[src/rtl/mem_arb_pkg.sv]
// Shared types and constants for the fetch/data memory port arbiter.
package mem_arb_pkg;
  localparam int XLEN           = 32;
  localparam int CNT_W          = 4;
  localparam int DEF_MEM_LAT    = 2;
  localparam int DEF_STARVE_MAX = 3;

  typedef enum logic [2:0] {
    IDLE,
    BUSY_IF,
    BUSY_DM,
    DONE_IF,
    DONE_DM
  } arb_state_e;
endpackage

[src/rtl/mem_arb_lat_counter.sv]
// Latency down-counter: loads on grant, counts down while an access is in flight.
module mem_arb_lat_counter #(
  parameter int W = 4
) (
  input  logic         clk,
  input  logic         rst,
  input  logic         load,
  input  logic         dec,
  input  logic [W-1:0] load_val,
  output logic [W-1:0] count,
  output logic         zero
);
  always_ff @(posedge clk) begin
    if (rst) begin
      count <= '0;
    end else if (load) begin
      count <= load_val;
    end else if (dec && count != '0) begin
      count <= count - W'(1);
    end
  end

  assign zero = (count == '0);
endmodule

[src/rtl/mem_port_arbiter.sv]
// Shares one single-port memory between instruction fetch and data access,
// with data priority bounded by a starvation counter for fetch.
module mem_port_arbiter
  import mem_arb_pkg::*;
#(
  parameter int MEM_LAT    = DEF_MEM_LAT,
  parameter int STARVE_MAX = DEF_STARVE_MAX
) (
  input  logic            clk,
  input  logic            rst,
  input  logic            if_req,
  input  logic [XLEN-1:0] if_addr,
  output logic [XLEN-1:0] if_rdata,
  output logic            if_ready,
  input  logic            dm_req,
  input  logic            dm_we,
  input  logic            dm_byte,
  input  logic [XLEN-1:0] dm_addr,
  input  logic [XLEN-1:0] dm_wdata,
  output logic [XLEN-1:0] dm_rdata,
  output logic            dm_ready,
  output logic            mem_en,
  output logic            mem_we,
  output logic            mem_byte,
  output logic [XLEN-1:0] mem_addr,
  output logic [XLEN-1:0] mem_wdata,
  input  logic [XLEN-1:0] mem_rdata,
  output logic            stall_if,
  output logic            stall_mem,
  output arb_state_e      dbg_state
);
  // Handshake: x_req is a level held until x_ready; x_ready is a single-cycle
  // completion pulse, and request inputs are only sampled while IDLE.
  localparam logic [CNT_W-1:0] LAT_V = CNT_W'(MEM_LAT);
  localparam logic [CNT_W-1:0] SM_V  = CNT_W'(STARVE_MAX);

  arb_state_e       state_q, state_d;
  logic             grant_if, grant_dm, busy;
  logic [CNT_W-1:0] starve_cnt, lat_cnt;
  logic             lat_zero;
  logic [XLEN-1:0]  lat_addr, lat_wdata;
  logic             lat_we, lat_byte;

  always_comb begin
    state_d  = state_q;
    grant_if = 1'b0;
    grant_dm = 1'b0;
    case (state_q)
      IDLE: begin
        if (if_req && (!dm_req || starve_cnt == SM_V)) begin
          grant_if = 1'b1;
          state_d  = BUSY_IF;
        end else if (dm_req) begin
          grant_dm = 1'b1;
          state_d  = BUSY_DM;
        end
      end
      BUSY_IF: if (lat_zero) state_d = DONE_IF;
      BUSY_DM: if (lat_zero) state_d = DONE_DM;
      DONE_IF, DONE_DM: state_d = IDLE;
      default: state_d = IDLE;
    endcase
  end

  assign busy = (state_q == BUSY_IF) || (state_q == BUSY_DM);

  mem_arb_lat_counter #(.W(CNT_W)) u_lat (
    .clk      (clk),
    .rst      (rst),
    .load     (grant_if || grant_dm),
    .dec      (busy),
    .load_val (LAT_V),
    .count    (lat_cnt),
    .zero     (lat_zero)
  );

  always_ff @(posedge clk) begin
    if (rst) begin
      state_q    <= IDLE;
      starve_cnt <= '0;
      lat_addr   <= '0;
      lat_wdata  <= '0;
      lat_we     <= 1'b0;
      lat_byte   <= 1'b0;
      if_rdata   <= '0;
      dm_rdata   <= '0;
    end else begin
      state_q <= state_d;
      if (grant_if) begin
        starve_cnt <= '0;
        lat_addr   <= if_addr;
        lat_wdata  <= '0;
        lat_we     <= 1'b0;
        lat_byte   <= 1'b0;
      end
      if (grant_dm) begin
        if (if_req && starve_cnt != SM_V) starve_cnt <= starve_cnt + CNT_W'(1);
        lat_addr  <= dm_addr;
        lat_wdata <= dm_wdata;
        lat_we    <= dm_we;
        lat_byte  <= dm_byte;
      end
      // Read data is valid in the final BUSY cycle; stores leave dm_rdata alone.
      if (state_q == BUSY_IF && lat_zero) if_rdata <= mem_rdata;
      if (state_q == BUSY_DM && lat_zero && !lat_we) dm_rdata <= mem_rdata;
    end
  end

  assign mem_en    = busy && (lat_cnt == LAT_V);
  assign mem_we    = busy && lat_we;
  assign mem_byte  = busy && lat_byte;
  assign mem_addr  = busy ? lat_addr : '0;
  assign mem_wdata = busy ? lat_wdata : '0;

  assign if_ready  = (state_q == DONE_IF);
  assign dm_ready  = (state_q == DONE_DM);
  assign stall_if  = if_req & ~if_ready;
  assign stall_mem = dm_req & ~dm_ready;
  assign dbg_state = state_q;
endmodule

[config.mk]
export PLATFORM = sky130hd
export DESIGN_NAME = mem_port_arbiter
export DESIGN_NICKNAME = d
export VERILOG_FILES = /design/src/rtl/mem_arb_pkg.sv /design/src/rtl/mem_arb_lat_counter.sv /design/src/rtl/mem_port_arbiter.sv
export SDC_FILE = /design/constraint.sdc
export NUM_CORES = 1
export LEC_CHECK = 0
export ABC_AREA = 0
export ABC_CLOCK_PERIOD_IN_PS = 2300
export BUFFER_PORTS_ARGS = -buffer_cell sky130_fd_sc_hd__buf_4
export CAP_MARGIN = 20
export CORE_MARGIN = 1.5
export CORE_UTILIZATION = 46
export DETAILED_ROUTE_END_ITERATION = 7
export PLACE_DENSITY = 0.76
export SYNTH_ARGS = -nofsm -noshare
export SYNTH_HDL_FRONTEND = slang
export SYNTH_SLANG_ARGS = --single-unit
[constraint.sdc]
create_clock -name clk -period 2.3 [get_ports clk]
set_input_delay 0.115 -clock clk [delete_from_list [all_inputs] [get_ports clk]]
set_output_delay 0.115 -clock clk [all_outputs]
set_load 0.01 [all_outputs]
# After elaboration in Yosys (flattened, before gate mapping)
# Cells that the tools add are included.
# classes
addsub	2
n_mul	0
div	0
magnitude_cmp	0
n_eq_ne	10
shifts	0
n_mux	24
bitwise_logic	4
reduce_logical	21
# ops
op	count
$mux 32	6
$mux 3	4
$mux 4	3
$logic_and 1x1->1	9
$pmux 3 s3	1
$eq 4x2->1 const B	2
$mux 1	8
$eq 3x2->1 const B	2
$add 4x1->4 const B	1
$logic_not 4->1	1
$mux 2	2
$ne 2x2->1 const B	2
$ne 4x2->1 const B	1
$reduce_bool 2->1	2
$reduce_bool 4->1	1
$sub 4x1->4 const B	1
$eq 3x1->1 const B	1
$eq 3x3->1 const B	1
$logic_not 3->1	1
$logic_or 1x1->1	3
$ne 3x3->1 const B	1
$reduce_and 3->1	1
$and 1x1->1	2
$logic_not 1->1	2
2 further kinds	3
# totals
reg_bits	141
latch_bits	0
ram_bits	0
rom_bits	0
input_bits	134
output_inout_bits	138
word_cells	71
mem_count	0

# Logic depth before layout (Yosys ltp)
# Gate-level depths: netlist of the first run.
# depth
depth_word	8
mapped_depth	8
ltp_nobuf	6

# Hierarchy
# From an unflattened synthesis of the first run, not the netlist that was laid out.
# unflattened
cells_unflattened	801
area_unflattened_um2	6401.1
# by_module_without_submodules
mod	n_inst	cells_each	area_per_inst_um2	seq_area_each_um2
mem_port_arbiter	1	772	6138.4	2742.6
mem_arb_lat_counter	1	29	262.8	80.1

# Least setup slack after synthesis of the first run
# OpenSTA, ideal clock, no wires.
# synth_timing
path_type	register -> register
startpoint	register u_lat.count[0]
endpoint	register dm_rdata[10]
setup_time_ps	132
arrival_ps	1758
required_time_ps	2168
slack_ps	410
path_stages_with_launch	9
path_buffers	2
synth_period_minus_slack_ps	1890
path_cell_list	dfxtp_1 -> inv_1 -> ha_1 -> or3b_4 -> or4_1 -> buf_2 -> buf_6 -> nand2_1 -> a21oi_1
# synth_between
elab_chain_cells	3
# synth_lines
item	line	rtl
from (decl)	mem_arb_lat_counter.sv:10	output logic [W-1:0] count,
from (signal assigned)	mem_arb_lat_counter.sv:17	count <= load_val;
from (signal assigned)	mem_arb_lat_counter.sv:19	count <= count - W'(1);
$logic_not 4->1	mem_arb_lat_counter.sv:23	assign zero = (count == '0);
$logic_and 1x1->1 (2 in a row)	mem_port_arbiter.sv:105	if (state_q == BUSY_DM && lat_zero && !lat_we) dm_rdata <= mem_rdata;
to (signal assigned)	mem_port_arbiter.sv:105	
to (decl)	mem_port_arbiter.sv:20	output logic [XLEN-1:0] dm_rdata,
# Every way passes these cells.
# A chain may end at the register's enable or synchronous reset.

# Worst setup path in the final report of the first run
# layout_timing
startpoint	register starve_cnt[0]
endpoint	register lat_addr[10]
# layout_between
elab_chain_cells	6
word_cells_on_any_way	9
cone_classes	1 x eq/ne; 5 x mux; 3 x reduce/logical
# layout_lines
item	line	rtl
from (decl)	mem_port_arbiter.sv:39	logic [CNT_W-1:0] starve_cnt, lat_cnt;
from (signal assigned)	mem_port_arbiter.sv:97	if (if_req && starve_cnt != SM_V) starve_cnt <= starve_cnt + CNT_W'(1);
$eq 4x2->1 *	mem_port_arbiter.sv:50	if (if_req && (!dm_req || starve_cnt == SM_V)) begin
$logic_or 1x1->1 *	mem_port_arbiter.sv:50	
$logic_and 1x1->1 *	mem_port_arbiter.sv:50	
$mux 1	mem_port_arbiter.sv:50	
$mux 1	mem_port_arbiter.sv:48	case (state_q)
$mux 32 / $reduce_bool 2->1 (equally long branches)	-	
to (signal assigned)	mem_port_arbiter.sv:91	lat_addr <= if_addr;
to (signal assigned)	mem_port_arbiter.sv:98	lat_addr <= dm_addr;
to (decl)	mem_port_arbiter.sv:41	logic [XLEN-1:0] lat_addr, lat_wdata;
# Every way passes the cells marked *; elsewhere a longest branch is shown, timed or not.

==> results of run 1 <==
[registers in the layout (all words and copies together), names as in the netlist]
register and flops:
dm_rdata 32, if_rdata 32, lat_addr 32, lat_wdata 32, starve_cnt 4, u_lat.count 4
dbg_state 3, lat_byte 1, lat_we 1
[final timing paths]
kind	from	to	slack (ns)	cells past startpoint
min	if_addr[27]	lat_addr[27]$_SDFFE_PP0P_	0.01	3
max	starve_cnt[0]$_SDFF_PP0_	lat_addr[10]$_SDFFE_PP0P_	0.09	7
min reg2reg	lat_addr[16]$_SDFFE_PP0P_	lat_addr[16]$_SDFFE_PP0P_	0.45	2
max reg2reg	starve_cnt[0]$_SDFF_PP0_	lat_addr[10]$_SDFFE_PP0P_	0.09	7
[cell usage in the layout (no fill, tap or decap), types with 6 or more instances in the layout]
cell type | Yosys | final
sky130_fd_sc_hd__dlygate4sd3_1 | 0 | 117
sky130_fd_sc_hd__a22o_1 | 34 | 34
sky130_fd_sc_hd__nor2_1 | 7 | 6
sky130_fd_sc_hd__o21ai_1 | 5 | 6
sky130_fd_sc_hd__dfxtp_1 | 141 | 141
sky130_fd_sc_hd__clkbuf_16 | 0 | 18
sky130_fd_sc_hd__o21ai_0 | 29 | 28
sky130_fd_sc_hd__a21oi_1 | 71 | 70
sky130_fd_sc_hd__buf_4 | 1 | 284
sky130_fd_sc_hd__mux2i_1 | 33 | 32
sky130_fd_sc_hd__and2_1 | 69 | 69
sky130_fd_sc_hd__nand2_1 | 168 | 168
sky130_fd_sc_hd__inv_1 | 6 | 6
[layer usage]
metal / share of wire (%) / vias to the layer above / wire length [um]
met5: 0 / - / 0
met4: 4.8 / 0 / 983
met3: 7.1 / 70 / 1444
met2: 50 / 312 / 10200
met1: 38 / 2870 / 7655
li1: - / 2920 / -
[final cells by class]
class	count	share of cell area (%)
clock buffer	17	4.428
clock inverter	15	2.292
inverter	6	0.2344
multi-input combinational	452	26.58
sequential	141	29.38
tap	147	1.914
timing repair buffer	405	35.17
[worst min-delay path, cell delays in order]
cell and delay (ns):
sky130_fd_sc_hd__buf_4 0.07, sky130_fd_sc_hd__mux2i_1 0.05, sky130_fd_sc_hd__o21ai_0 0.15
[kinds of logic (layout without fill, tap and decap cells)]
| family | count (synthesis) | in the layout | share of synthesized area (%) |
|---|---|---|---|
| AND/OR/NAND/NOR | 269 | 269 | 22.51 |
| AO/OA/AOI/OAI | 144 | 144 | 15.36 |
| flip-flops | 141 | 141 | 50.29 |
| buffers and inverters | 54 | 443 | 4.770 |
| multiplexers | 34 | 34 | 6.086 |
| adder cells (fa/ha/maj) | 3 | 3 | 0.6688 |
| XOR/XNOR | 2 | 2 | 0.3121 |
[cell usage after synthesis]
| master | count |
|---|---|
| sky130_fd_sc_hd__mux2_2 | 1 |
| sky130_fd_sc_hd__mux2i_1 | 33 |
| sky130_fd_sc_hd__nand3_1 | 2 |
| sky130_fd_sc_hd__or4_1 | 1 |
| sky130_fd_sc_hd__nor2_2 | 1 |
| sky130_fd_sc_hd__or3_1 | 1 |
| sky130_fd_sc_hd__buf_6 | 6 |
| sky130_fd_sc_hd__nand2b_1 | 1 |
| sky130_fd_sc_hd__nor3_2 | 1 |
| sky130_fd_sc_hd__a22o_1 | 34 |
| sky130_fd_sc_hd__clkbuf_1 | 28 |
| sky130_fd_sc_hd__nand4b_1 | 1 |
| sky130_fd_sc_hd__nor4_2 | 1 |
| sky130_fd_sc_hd__o21ai_1 | 5 |
| sky130_fd_sc_hd__nor3_1 | 2 |
| sky130_fd_sc_hd__or2_2 | 2 |
| sky130_fd_sc_hd__and2_1 | 69 |
| sky130_fd_sc_hd__a32oi_1 | 1 |
| sky130_fd_sc_hd__nor3b_1 | 2 |
| sky130_fd_sc_hd__or3b_1 | 1 |
| sky130_fd_sc_hd__or3b_4 | 1 |
| sky130_fd_sc_hd__xnor2_1 | 2 |
| sky130_fd_sc_hd__nand2_1 | 168 |
| sky130_fd_sc_hd__nand4_1 | 1 |
| sky130_fd_sc_hd__and3_1 | 3 |
| sky130_fd_sc_hd__ha_1 | 3 |
| sky130_fd_sc_hd__o31a_1 | 1 |
| sky130_fd_sc_hd__nor2b_1 | 2 |
| sky130_fd_sc_hd__inv_1 | 6 |
| sky130_fd_sc_hd__o21ai_0 | 29 |
| sky130_fd_sc_hd__buf_2 | 13 |
| sky130_fd_sc_hd__o211ai_1 | 1 |
| sky130_fd_sc_hd__a21o_1 | 1 |
| sky130_fd_sc_hd__nor4_1 | 2 |
| sky130_fd_sc_hd__nor2_1 | 7 |
| sky130_fd_sc_hd__buf_4 | 1 |
| sky130_fd_sc_hd__a21oi_1 | 71 |
| sky130_fd_sc_hd__dfxtp_1 | 141 |
| sky130_fd_sc_hd__a31oi_1 | 1 |
[through the flow]
stage	cell area, um2	TNS, ns	hold WS, ns	cells
floorplan	5613	0	0.2405	647
global placement	7764	0	0.3238	1032
detailed placement	7764	0	0.3281	1032
CTS	9580	0	0.001277	1181
global route	9608	-0.05901	0.02520	1183
finish	9608	0	0.01425	1183
[report_power, final]
group / internal (uW) / switching (uW)
clock network: 1920 / 1060
registers: 2670 / 130
logic: 786 / 788
[what timing repair did]
item	CTS	global route
resized for setup	0	4
setup endpoints to repair	0	4
hold buffers	117	0
hold endpoints to repair	125	0
setup buffers	0	2
==> impl_metrics.json, run 1 <==
{
  "viasPerCell": 5.217,
  "finalNetCount": 1160,
  "outcome": "completed",
  "grt_first_pass_wirelength_um": 31550,
  "io_pins": 272,
  "dp_hpwl_um": 11860,
  "area_growth_syn_to_layout_pct": 71.18,
  "tritoncts_clock_tree": "done",
  "critical_path.max_stage_delay_ns": 0.40,
  "synth.avg_cell_area_um2": 8.675,
  "ir_drop_v": 0.0004562,
  "path_class": "flop to flop",
  "fin_util_pct": 80.32,
  "grt_overflow_total": 0,
  "timing.critical_path.required_ns": 2.56,
  "num_vias": 6172,
  "globalRoute.busiestLayer": "met2",
  "crit_buf_inv": 2,
  "fp.dieW_um": 113.5,
  "slew_headroom_pct": 52.26,
  "yosys.area.top_type_share_pct": 50.29,
  "tightestPinTransition_ns": 0.7145,
  "multi_input_gate_area_um2": 2554,
  "clkSlewWorstSetupHoldPaths_ns": 0.06,
  "final.setup.worst_slack_ns": 0.09010,
  "detailedPlace.worstSlack_ns": 0.1522,
  "route.final.wire_length_um": 20280,
  "register_area_um2": 2823,
  "p_leak_uw": 0.004391,
  "port_buffer_cells": 271,
  "net_count_of_the_mapped_netlist": 784,
  "clockRootBuffer": "sky130_fd_sc_hd__clkbuf_16",
  "synth.yosys.seq_area_share_pct": 50.29,
  "detail-route-antenna-nets": 0,
  "cpMaxStageDelayCell": "sky130_fd_sc_hd__or3b_1",
  "timing.critical_path.to_type": "flop",
  "tritoncts_num_sinks": 141,
  "layout_min_cycle_time_ns": 2.210,
  "max_cap_violations": 0,
  "grt_met1_use_pct": 34.38,
  "crit_fanout": 11,
  "detail_route.drc_violations": 0,
  "path_delay_family": "compound AO/OA/AOI/OAI gates",
  "grt_start_max_net_pins": 66,
  "count_of_endpoints_failing_setup_in_the_final_report": 0,
  "register_bit_count_reported_by_yosys": 141,
  "antenna_found_initial": 0,
  "htree_num_levels": 4,
  "report.power.total_uw": 7356,
  "power-per-cell-area_nw_per_um2": 765.6,
  "filler_cell_count": 672,
  "critPathLaunchType": "flop",
  "yosys_warnings": 0,
  "clock_skew_ns": 0.007493,
  "number_of_antenna_repair_diodes": 0,
  "path_class_of_the_lowest_slack_min_delay_path": "input pin to flop",
  "timing.critical_path.cells": "ha_1 -> or3b_1 -> o211ai_1 -> clkbuf_16 -> buf_6 -> mux2i_1 -> o21ai_0",
  "grt.met3_usage_pct": 7.864,
  "cts_buffers": 17,
  "crit_arrival_ns": 2.47,
  "final_replace_weighted_congestion": 0.8528,
  "post_synthesis_cell_type_count": 39,
  "clock.fmax_mhz": 452.5,
  "core_area_um2": 11960,
  "wire_per_inst_um": 17.14,
  "initial_utilization_pct": 46.92,
  "fin_crit_share_pct": 96.08,
  "post_route_cells_drive_above_1_share_pct": 31.85,
  "clock_tree.buffer_depth": 2,
  "syn-instance-count": 647,
  "drt_iter0_markers": 420,
  "std_cell_rows": 40,
  "m2_gr_usage_pct": 54.74,
  "chipHeight_um": 113.5,
  "drt_pass1_iterations": 4,
  "hold_viol": 0,
  "total_track_usage_pct": 31.10,
  "synth.cell_area_um2": 5613,
  "fp.dieArea_um2": 12870,
  "synth_area_leaders": "sky130_fd_sc_hd__dfxtp_1 50%, sky130_fd_sc_hd__nand2_1 11%, sky130_fd_sc_hd__and2_1 7.7%, sky130_fd_sc_hd__a21oi_1 6.3%, sky130_fd_sc_hd__mux2i_1 5.9%",
  "clock_insertion_delay_worst_skew_ns": 0.42,
  "yosysTopAreaCell": "sky130_fd_sc_hd__dfxtp_1",
  "first_global_vias": 6350,
  "drv_slew": 0
}
Power figures use the tool's default switching activity.
==> run 2: changes to the inputs <==
--- a/config.mk
+++ b/config.mk
@@ -5,14 +5,16 @@
 export SDC_FILE = /design/constraint.sdc
 export NUM_CORES = 1
 export LEC_CHECK = 0
-export ABC_AREA = 0
+export ABC_AREA = 1
 export ABC_CLOCK_PERIOD_IN_PS = 2300
 export BUFFER_PORTS_ARGS = -buffer_cell sky130_fd_sc_hd__buf_4
 export CAP_MARGIN = 20
 export CORE_MARGIN = 1.5
-export CORE_UTILIZATION = 46
+export CORE_UTILIZATION = 47
 export DETAILED_ROUTE_END_ITERATION = 7
 export PLACE_DENSITY = 0.76
+export RECOVER_POWER = 25
+export SETUP_SLACK_MARGIN = 0.5
 export SYNTH_ARGS = -nofsm -noshare
 export SYNTH_HDL_FRONTEND = slang
 export SYNTH_SLANG_ARGS = --single-unit
==> run 2 against run 1 <==
Compared with the run above:
- wire length rose by 3.9%
- sequential power increased by 17%
- clock skew about the same
- count of clock-buffer cells in the layout grew 5
- global-route usage decreased by 2.2 points
- area after synthesis grew 9.2%
- register-to-register slack better by 0.42 ns
- non-clock buffer count fell by 28
- setup slack better by 0.33 ns
- critical path type is now flop to primary output
- critical endpoint is now mem_wdata[30]
- die area is 6.7% higher
- highest routed layer unchanged
- total power rose by 28%
==> impl_metrics.json, run 2 <==
{
  "outcome": "completed",
  "crit_fanout": 33,
  "chipHeight_um": 117.2,
  "worst_r2r_endpoint": "if_rdata[14]$_SDFFE_PP0P_",
  "post_layout_nonfiller_instances": 1427,
  "ir_drop_v": 0.0006645,
  "max_cap_violations": 0,
  "clock.fmax_mhz": 532.5,
  "cell_with_the_most_instances_after_synthesis": "sky130_fd_sc_hd__nor2_1",
  "path_class_of_the_lowest_slack_min_delay_path": "input pin to flop",
  "internal-power_uw": 6131,
  "number_of_antenna_repair_diodes": 0,
  "yosys_warnings": 0,
  "post_synthesis_cell_type_count": 25,
  "post_route_cells_drive_above_1_share_pct": 23.03,
  "power-per-cell-area_nw_per_um2": 978.4,
  "p_leak_uw": 0.004746,
  "hold_viol": 0,
  "numPlacedInstances": 1298,
  "htree_num_levels": 4,
  "worst_r2r_startpoint": "u_lat.count[0]$_SDFFE_PP0P_",
  "whs_endpoint": "lat_addr[19]$_SDFFE_PP0P_",
  "synthTopCellsByCount": "203 x sky130_fd_sc_hd__nor2_1, 154 x sky130_fd_sc_hd__nand2_1, 143 x sky130_fd_sc_hd__inv_1",
  "std_cell_rows": 41,
  "hold_path_startpoint": "if_addr[19]",
  "asyncSetResetFlopFracSynth_pct": 0,
  "grt_overflow_total": 0,
  "clock_skew_ns": 0.007155,
  "viasPerCell": 4.963,
  "drt_pass1_iterations": 5,
  "synth.yosys.seq_area_share_pct": 46.06,
  "cts_buffers": 17,
  "drt_iter0_markers": 560,
  "power_frac_comb_pct": 36.1,
  "critPathLaunchType": "flop",
  "dp_hpwl_um": 12120,
  "final_replace_weighted_congestion": 0.8344,
  "clockRootBuffer": "sky130_fd_sc_hd__clkbuf_16",
  "detail_route.drc_violations": 0,
  "clock_insertion_delay_worst_skew_ns": 0.42,
  "area_growth_syn_to_layout_pct": 57.64,
  "clock_tree.buffer_depth": 2,
  "clkSlewWorstSetupHoldPaths_ns": 0.06,
  "grt_start_max_net_pins": 102,
  "crit_arrival_ns": 1.76,
  "first_global_vias": 6316,
  "slew_headroom_pct": 56.22,
  "grt_first_pass_wirelength_um": 30910,
  "filler_cell_count": 963,
  "route.final.wire_length_um": 21070,
  "syn-instance-count": 898,
  "wire_per_inst_um": 14.77,
  "core_area_um2": 12670,
  "number_of_synthesized_flops_with_an_enable_pin": 0,
  "total_track_usage_pct": 28.95,
  "most_used_flip_flop_cell_after_synthesis": "sky130_fd_sc_hd__dfxtp_1",
  "report.power.total_uw": 9452,
  "power_switching_share_pct": 35.14,
  "synth.avg_cell_area_um2": 6.824,
  "detail-route-antenna-nets": 0,
  "fin_crit_share_pct": 81.65,
  "r2r_slack_ns": 0.51,
  "initial_utilization_pct": 48.37,
  "num_vias": 7082,
  "fp.dieW_um": 117.2,
  "yosysTopAreaCell": "sky130_fd_sc_hd__dfxtp_1",
  "tritoncts_num_sinks": 141,
  "path_class": "flop to primary output",
  "final.setup.tns_ns": 0,
  "count_of_endpoints_failing_setup_in_the_final_report": 0,
  "clockPowerShare_pct": 29.2,
  "tritoncts_clock_tree": "done",
  "antenna_found_initial": 0,
  "grt_setup_unrepaired": "false",
  "finalNetCount": 1381,
  "net-switching-power_uw": 3322,
  "io_pins": 272,
  "layout_min_cycle_time_ns": 1.878,
  "layout_common_cells": "223 x sky130_fd_sc_hd__buf_4, 202 x sky130_fd_sc_hd__nor2_1, 153 x sky130_fd_sc_hd__nand2_1",
  "timing.critical_path.required_ns": 2.18,
  "number_of_cells_on_the_worst_hold_path": 5,
  "timing.critical_path.to_type": "primary output",
  "detailedPlace.worstSlack_ns": 0.2981,
  "worst-r2r-cell-count": 8,
  "register_bit_count_reported_by_yosys": 141,
  "net_count_of_the_mapped_netlist": 1035,
  "synth.cell_area_um2": 6128,
  "drv_slew": 0,
  "tightestPinTransition_ns": 0.6566,
  "commonest_non_fill_non_tap_cell_in_the_layout": "sky130_fd_sc_hd__buf_4",
  "fp.dieArea_um2": 13730,
  "yosys.area.top_type_share_pct": 46.06,
  "final.setup.worst_slack_ns": 0.4220,
  "port_buffer_cells": 271,
  "synth_area_leaders": "sky130_fd_sc_hd__dfxtp_1 46%, sky130_fd_sc_hd__nor2_1 12%, sky130_fd_sc_hd__nand2_1 9.4%, sky130_fd_sc_hd__inv_1 8.8%, sky130_fd_sc_hd__nand3_1 5.6%",
  "sequential_power_share_pct": 34.7
}
-- run 2: worst max-delay path by stage --
stage,from,end,slack [ns]
2_1_floorplan,u_lat.count[0]$_SDFFE_PP0P_,dm_rdata[10]$_SDFFE_PP0P_,0.88
3_3_place_gp,u_lat.count[0]$_SDFFE_PP0P_,dm_rdata[12]$_SDFFE_PP0P_,0.39
3_5_place_dp,u_lat.count[0]$_SDFFE_PP0P_,if_rdata[21]$_SDFFE_PP0P_,0.30
4_1_cts,dbg_state[0]$_SDFFE_PP0P_,mem_wdata[12],0.50
5_1_grt,dbg_state[1]$_SDFFE_PP0P_,mem_wdata[30],0.34
6_report,dbg_state[1]$_SDFFE_PP0P_,mem_wdata[30],0.42
-- run 2: per-stage QoR --
stage	util [%]	hold WS [ns]	area, um2
after floorplan	-	0.1841	6128
after global placement	64.62	0.3461	8188
after detailed placement	64.62	0.3544	8188
after CTS	77.19	0.00008518	9781
after global routing	76.24	0.003198	9661
final	76.24	0.006825	9661
-- run 2: cell type report --
cell class	instances	area [um2]	share of cell area (%)
Clock inverter	8	115.1	1.192
Multi-Input combinational cell	557	2506	25.94
Timing Repair inverter	3	22.52	0.2331
Tap cell	172	215.2	2.228
Clock buffer	22	474.2	4.909
Timing Repair Buffer	377	2925	30.28
Inverter	147	575.6	5.958
Sequential cell	141	2826	29.26
-- run 2: logic make-up (layout without fill, tap and decap cells) --
group           after synthesis  in the layout  synth area share (%)
fa+ha+maj                     3              3                0.6126
buf+inv                     200            557                 13.78
simple gates                441            441                 29.18
compound gates              111            111                 10.09
xor+xnor                      2              2                0.2859
flops                       141            141                 46.06
-- run 2: repair_timing --
| action | CTS | global route |
|---|---|---|
| gates resized for setup | 21 | 13 |
| endpoints found under the hold margin | 111 | 0 |
| pin swaps | 1 | 5 |
| endpoints found under the setup margin | 168 | 114 |
| gates cloned | 4 | 1 |
| buffers inserted | 9 | 8 |
| hold buffers | 77 | 0 |
-- run 2: critical path, cell delays in order (launching register included) --
cell                      delay (ns)
sky130_fd_sc_hd__dfxtp_1        0.48
sky130_fd_sc_hd__inv_4          0.08
sky130_fd_sc_hd__nand3_4        0.13
sky130_fd_sc_hd__nand2_4        0.07
sky130_fd_sc_hd__inv_4          0.12
sky130_fd_sc_hd__buf_16         0.21
sky130_fd_sc_hd__nor2_1         0.08
sky130_fd_sc_hd__buf_4          0.15
-- run 2: power groups by stage --
stage | sequential (uW) | combinational (uW) | clock (uW)
floorplan | 3380 | 1700 | 0
global placement | 3280 | 2980 | 0
detailed placement | 3290 | 3020 | 0
CTS | 3270 | 3450 | 2770
global route | 3340 | 3730 | 2900
finish | 3280 | 3410 | 2760
-- run 2: per-layer routing --
layer	up-vias	global-route usage [%]	part of all wire [%]
li1	3445	-	-
met1	3248	34.03	40
met2	332	49.11	48
met3	57	8.445	8.6
met4	0	12.77	3.3
met5	-	0	0
